`config.mk`:
```
export PLATFORM = sky130hd
export DESIGN_NAME = bullet_motion_ctrl
export DESIGN_NICKNAME = d
export VERILOG_FILES = /design/src/rtl/bullet_motion_ctrl.sv
export SDC_FILE = /design/constraint.sdc
export NUM_CORES = 1
export LEC_CHECK = 0
export ABC_AREA = 1
export CAP_MARGIN = 20
export CORE_MARGIN = 2
export CORE_UTILIZATION = 45
export CTS_CLUSTER_DIAMETER = 40
export DETAILED_ROUTE_END_ITERATION = 8
export PLACE_DENSITY_LB_ADDON = 0.15
export RECOVER_POWER = 50
export SLEW_MARGIN = 20
export SYNTH_ARGS = -nofsm -noshare
export SYNTH_HDL_FRONTEND = slang
export SYNTH_SLANG_ARGS = --single-unit
```
`constraint.sdc`:
```
create_clock -name clk -period 5.6 [get_ports clk]
set_clock_uncertainty 0.15 [all_clocks]
set_input_delay 0.84 -clock clk [delete_from_list [all_inputs] [get_ports clk]]
set_output_delay 0.84 -clock clk [all_outputs]
set_load 0.02 [all_outputs]
```
`src/rtl/bullet_motion_ctrl.sv`:
```
// Player bullet controller: latches fire, launches from the gun, moves up once per frame.
// Optional re-fire cooldown is enabled by defining BULLET_COOLDOWN_EN.
module bullet_motion_ctrl #(
    parameter int V_ACTIVE        = 480,
    parameter int LAUNCH_Y        = 440,
    parameter int SPEED           = 6,
    parameter int X_MAX           = 632,
    parameter int PARK_Y          = -128,
    parameter int HIT_FRAMES      = 8,
    parameter int COOLDOWN_FRAMES = 15
) (
    input  logic              clk,
    input  logic              reset,
    input  logic [9:0]        hcount,
    input  logic [9:0]        vcount,
    input  logic              fire,
    input  logic [9:0]        gun_x,
    input  logic              hit,
    output logic [9:0]        pos_x,
    output logic signed [9:0] pos_y,
    output logic              active,
    output logic              hit_event,
    output logic [7:0]        shot_count
);

`ifdef BULLET_COOLDOWN_EN
    typedef enum logic [1:0] {S_IDLE, S_FLY, S_HIT_HOLD, S_COOLDOWN} state_t;
`else
    typedef enum logic [1:0] {S_IDLE, S_FLY, S_HIT_HOLD} state_t;
`endif

    state_t             state_q, state_d;
    logic [9:0]         vcount_q, vcount_d;
    logic [7:0]         frame_cnt_q, frame_cnt_d;
    logic               fire_pend_q, fire_pend_d;
    logic               hit_pend_q, hit_pend_d;
    logic [9:0]         pos_x_q, pos_x_d;
    logic signed [9:0]  pos_y_q, pos_y_d;
    logic               active_q, active_d;
    logic               hit_event_q, hit_event_d;
    logic [7:0]         shot_count_q, shot_count_d;

    logic               tick;
    logic               park;
    logic signed [10:0] next_y;
    logic [9:0]         clamp_x;

    logic unused_hcount;
    assign unused_hcount = ^hcount;

    always_comb begin
        state_d      = state_q;
        vcount_d     = vcount;
        frame_cnt_d  = frame_cnt_q;
        fire_pend_d  = fire_pend_q;
        hit_pend_d   = hit_pend_q;
        pos_x_d      = pos_x_q;
        pos_y_d      = pos_y_q;
        hit_event_d  = 1'b0;
        shot_count_d = shot_count_q;
        park         = 1'b0;

        // Rising into the first blanking line marks the single update point per frame.
        tick    = (vcount == 10'(V_ACTIVE)) && (vcount_q != 10'(V_ACTIVE));
        next_y  = {pos_y_q[9], pos_y_q} - 11'(SPEED);
        clamp_x = (gun_x > 10'(X_MAX)) ? 10'(X_MAX) : gun_x;

        if (!tick) begin
            if (state_q == S_IDLE && fire) fire_pend_d = 1'b1;
            if (state_q == S_FLY && hit)   hit_pend_d  = 1'b1;
        end else begin
            case (state_q)
                S_IDLE: begin
                    fire_pend_d = 1'b0;
                    if (fire_pend_q || fire) begin
                        state_d      = S_FLY;
                        pos_y_d      = 10'(LAUNCH_Y);
                        pos_x_d      = clamp_x;
                        shot_count_d = shot_count_q + 8'd1;
                    end
                end
                S_FLY: begin
                    hit_pend_d = 1'b0;
                    // A hit takes priority over leaving the screen on the same frame.
                    if (hit_pend_q || hit) begin
                        state_d     = S_HIT_HOLD;
                        frame_cnt_d = 8'd0;
                        hit_event_d = 1'b1;
                    end else if (next_y < -11'sd10) begin
                        park = 1'b1;
                    end else begin
                        pos_y_d = next_y[9:0];
                    end
                end
                S_HIT_HOLD: begin
                    if (frame_cnt_q == 8'(HIT_FRAMES - 1)) park = 1'b1;
                    else frame_cnt_d = frame_cnt_q + 8'd1;
                end
`ifdef BULLET_COOLDOWN_EN
                S_COOLDOWN: begin
                    if (frame_cnt_q == 8'(COOLDOWN_FRAMES - 1)) begin
                        state_d     = S_IDLE;
                        frame_cnt_d = 8'd0;
                    end else begin
                        frame_cnt_d = frame_cnt_q + 8'd1;
                    end
                end
`endif
                default: state_d = S_IDLE;
            endcase
        end

        if (park) begin
            pos_x_d     = 10'd0;
            pos_y_d     = 10'(PARK_Y);
            frame_cnt_d = 8'd0;
`ifdef BULLET_COOLDOWN_EN
            state_d     = S_COOLDOWN;
`else
            state_d     = S_IDLE;
`endif
        end

        active_d = (state_d == S_FLY);
    end

    always_ff @(posedge clk) begin
        if (reset) begin
            state_q      <= S_IDLE;
            vcount_q     <= 10'd0;
            frame_cnt_q  <= 8'd0;
            fire_pend_q  <= 1'b0;
            hit_pend_q   <= 1'b0;
            pos_x_q      <= 10'd0;
            pos_y_q      <= 10'(PARK_Y);
            active_q     <= 1'b0;
            hit_event_q  <= 1'b0;
            shot_count_q <= 8'd0;
        end else begin
            state_q      <= state_d;
            vcount_q     <= vcount_d;
            frame_cnt_q  <= frame_cnt_d;
            fire_pend_q  <= fire_pend_d;
            hit_pend_q   <= hit_pend_d;
            pos_x_q      <= pos_x_d;
            pos_y_q      <= pos_y_d;
            active_q     <= active_d;
            hit_event_q  <= hit_event_d;
            shot_count_q <= shot_count_d;
        end
    end

    assign pos_x      = pos_x_q;
    assign pos_y      = pos_y_q;
    assign active     = active_q;
    assign hit_event  = hit_event_q;
    assign shot_count = shot_count_q;

endmodule

```
==> summary.txt <==
Global routing
  • Initial antenna violation count: 0
  • Met3 global-route usage: 0.04076
  • Pin count of the biggest net entering global routing: 23
  • Met1 Use GR: 0.2241
  • First-pass GRT wire length: 10570 um
  • Number of global-route vias before repair: ~2500
  • GRT met2 Usage: 0.3087
  • Total routing resource utilization after global routing: 0.1778
  • Remaining global-route overflow: 0
  • Busiest layer in global routing: met2

Route
  • Routed wire per std cell: 10.70 um
  • Antenna-violating nets left: 0
  • Detailed Route Iter0 Violations: between 100 and 150
  • Vias per Instance: 4.799
  • Final Routed Wirelength: 5863 um
  • Routed via count: ~2600
  • Post-route DRC violation count: 0
  • First-pass DRT Iterations: 4

Finish
  • Fraction of final layout cells sized beyond drive strength 1: 0.07188
  • Fill cells: approximately 600
  • Number of diodes added for antenna fixing: 0
  • Area added between synthesis and finish: 23.74%
  • Area used by multi-input combinational logic: around 1500 sq um
  • Number of nets in the layout: between 500 and 600
  • FF/Latch Area: roughly 1000 sq um

STA
  • Maximum achievable frequency: approximately 330 MHz
  • Final-report hold violation count: 0
  • Worst-Margin Slew: roughly 850 ps
  • Setup TNS: 0 ps
  • RSZ-0062 raised after global routing: false
  • Pins over their slew limit: 0
  • Final min period: 3032 ps
  • Total setup violations reported at the end of the flow: 0
  • Setup slack of the critical path after layout: around 2600 ps
  • Worst slew margin relative to its limit: 0.4299
  • Part of the cycle the worst path needs: 0.5415

Power
  • Net switching fraction of the power: 0.2337
  • Share of power burned in registers: 0.578
  • Power density relative to cell area: 183.5 nW/um^2
  • Cell-internal power: ~0.0005 W
  • Clock network fraction of total power: 0.356
  • Logic pwr share: 0.066
  • Net switching power: ~0.00015 W
  • Largest vdd supply drop: between 0.1 and 0.15 mV
  • Total leakage power: 1.565 nW

Yosys
  • Mapped Cells: 421
  • Fraction of registers with async set or reset after synthesis: 0
  • Cell area after synthesis: roughly 2800 sq um
  • Number of synthesized flops with an enable pin: 0
  • Sequential-to-total area share from yosys stat: 0.3641
  • Leading cell types by count after synthesis: sky130_fd_sc_hd__nand2_1 (82), sky130_fd_sc_hd__inv_1 (72), sky130_fd_sc_hd__nor2_1 (72)
  • Synth Area in Simple Gates: 0.3838
  • Compound-gate portion of the synthesized area: 0.06961
  • Area leader, netlist: sky130_fd_sc_hd__dfxtp_1
  • Synthesized flop and latch total: just over 50
  • Area share of the leading cell type in the synthesized netlist: 0.3641
  • Synthesized net count: approximately 460
  • Post-synthesis mux area share: 0
  • Synth Area in Adders: 0.04016
  • Number of warning messages in the yosys log: 0
  • Synth Area in XOR/XNOR: 0.02499
  • Mean Syn Cell Area: ~6.7 sq um
  • Post-synth cell types: 34
  • Combinational family with the most area after synthesis: simple AND/OR/NAND/NOR gates
  • Dominant synthesized flop cell: sky130_fd_sc_hd__dfxtp_1
  • Leading cell types by total area after synthesis: sky130_fd_sc_hd__dfxtp_1 (36%), sky130_fd_sc_hd__nand2_1 (11%), sky130_fd_sc_hd__inv_1 (9.6%)
  • Most common cell in the synthesized netlist: sky130_fd_sc_hd__nand2_1

Clocking
  • Post-CTS setup buffers: 0
  • Clock Tree Buf Depth: 2
  • CTS tree: done
  • Clock buffer count from CTS: 5
  • H-Tree Level Count: 2
  • Clock slew seen by the registers of the worst setup and hold paths: about 100 ps
  • Total of hold buffers inserted after clock tree synthesis: 0
  • Root buffer cell: sky130_fd_sc_hd__clkbuf_8
  • CTS-repair resized insts: 0
  • Source-to-sink clock delay at the later pin of the worst-skew pair: about 300 ps
  • TritonCTS Sinks: between 50 and 60

Worst setup path
  • Nature of the critical path endpoint: flip-flop
  • Critical path data arrival time: approximately 3100 ps
  • Type of the worst setup path: in -> reg
  • Slack of the worst reg-to-reg path: approximately 3000 ps
  • Crit path required time: 5680 ps
  • Worst Setup Start Kind: input port
  • Crit path max fanout: 13

Place
  • Worst slack at placement: between 2000 and 2500 ps
  • Routability congestion estimate: between 0.8 and 0.9
  • PortBufs: 52
  • Post-DP HPWL: around 4400 um

Die
  • Initial standard-cell utilization of the core: 0.4708
  • Cell Rows: 28
  • Y dimension of the die: 82.94 um
  • Chip Width: approximately 83 um
  • Core Box Area: between 5000 and 6000 sq um
  • DIE AREA: 6878 sq um
  • Number of I/O pins: 64

Hold path
  • Kind of path behind the tightest hold check: reg -> reg

Job
  • Max_cap viols: 0

Outcome
  • Run status: completed
==> flip-flops by register name, indices dropped and copies added (netlist names) <==
register and flops:
pos_y 9, active 1, frame_cnt_q 8, pos_x 10, state_q 2, vcount_q 10, hit_pend_q 1, shot_count 8
fire_pend_q 1, hit_event 1
==> critical path, cell delays in order <==
cell and delay, ps:
sky130_fd_sc_hd__dlygate4sd3_1 550, sky130_fd_sc_hd__nor2_1 180, sky130_fd_sc_hd__nand3_1 130, sky130_fd_sc_hd__nor3_2 200, sky130_fd_sc_hd__nand2_1 160, sky130_fd_sc_hd__nor3_2 570, sky130_fd_sc_hd__inv_2 140, sky130_fd_sc_hd__o21ai_0 160
sky130_fd_sc_hd__nor3b_1 190
==> power by group through the flow <==
stage	clock network, W	logic, W	registers (W)
floorplan	0	0.0000215	0.000377
global placement	0	0.0000419	0.000377
detailed placement	0	0.0000426	0.000377
CTS	0.000235	0.0000428	0.000368
global route	0.000247	0.0000467	0.000369
finish	0.000226	0.0000420	0.000368
==> cell usage in the layout (no fill, tap or decap), drive strengths merged, types with 6 or more instances in the layout <==
cell and n:
nor2 84, nand2 83, ha 9, o21ai 18, nand3 23, inv 74
nand4 20, nor3 19, clkdlybuf4s50 23, clkbuf 6, xor2 6, a21oi 8
dlygate4sd3 29, dfxtp 51
==> metal layers <==
layer | vias to the layer above | part of all wire
met2 | 39 | 0.47
met1 | 1169 | 0.49
li1 | 1418 | -
met3 | 4 | 0.036
met5 | - | 0
met4 | 0 | 0.0068
==> stage by stage <==
stage	cells	hold WS, ps	total power [W]	utilization	instance area [sq um]
3_3_place_gp	540	353.0	0.0004186	0.5660	3371
5_1_grt	548	404.8	0.0006629	0.5826	3470
3_5_place_dp	540	360.3	0.0004194	0.5660	3371
2_1_floorplan	421	339.7	0.0003981	-	2804
4_1_cts	548	374.3	0.0006457	0.5826	3470
6_report	548	363.1	0.0006367	0.5826	3470
==> path summary, 6_finish.rpt <==
kind,start,endpoint,cells past startpoint
max,vcount[0],shot_count[5]$_SDFFE_PP0P_,9
min,pos_y[9]$_SDFFE_PP1P_,pos_y[9]$_SDFFE_PP1P_,2
max reg2reg,state_q[0]$_SDFF_PP0_,frame_cnt_q[6]$_SDFFE_PP0P_,11
min reg2reg,pos_y[9]$_SDFFE_PP1P_,pos_y[9]$_SDFFE_PP1P_,2
==> area by class of cell <==
cell class              count  share of cell area
multi-input cells         288              0.4201
flip-flops and latches     51              0.2943
repair buffers             52              0.1500
inverters                  74             0.08006
well taps                  75             0.02705
clock buffers               6             0.02380
clock inverters             2            0.004688
==> cell families after synthesis <==
group	after synthesis
AND/OR/NAND/NOR	236
buffers and inverters	82
flip-flops	51
AO/OA/AOI/OAI	34
adder cells (fa/ha/maj)	9
XOR/XNOR	8
other	1
Power figures use the tool's default switching activity.
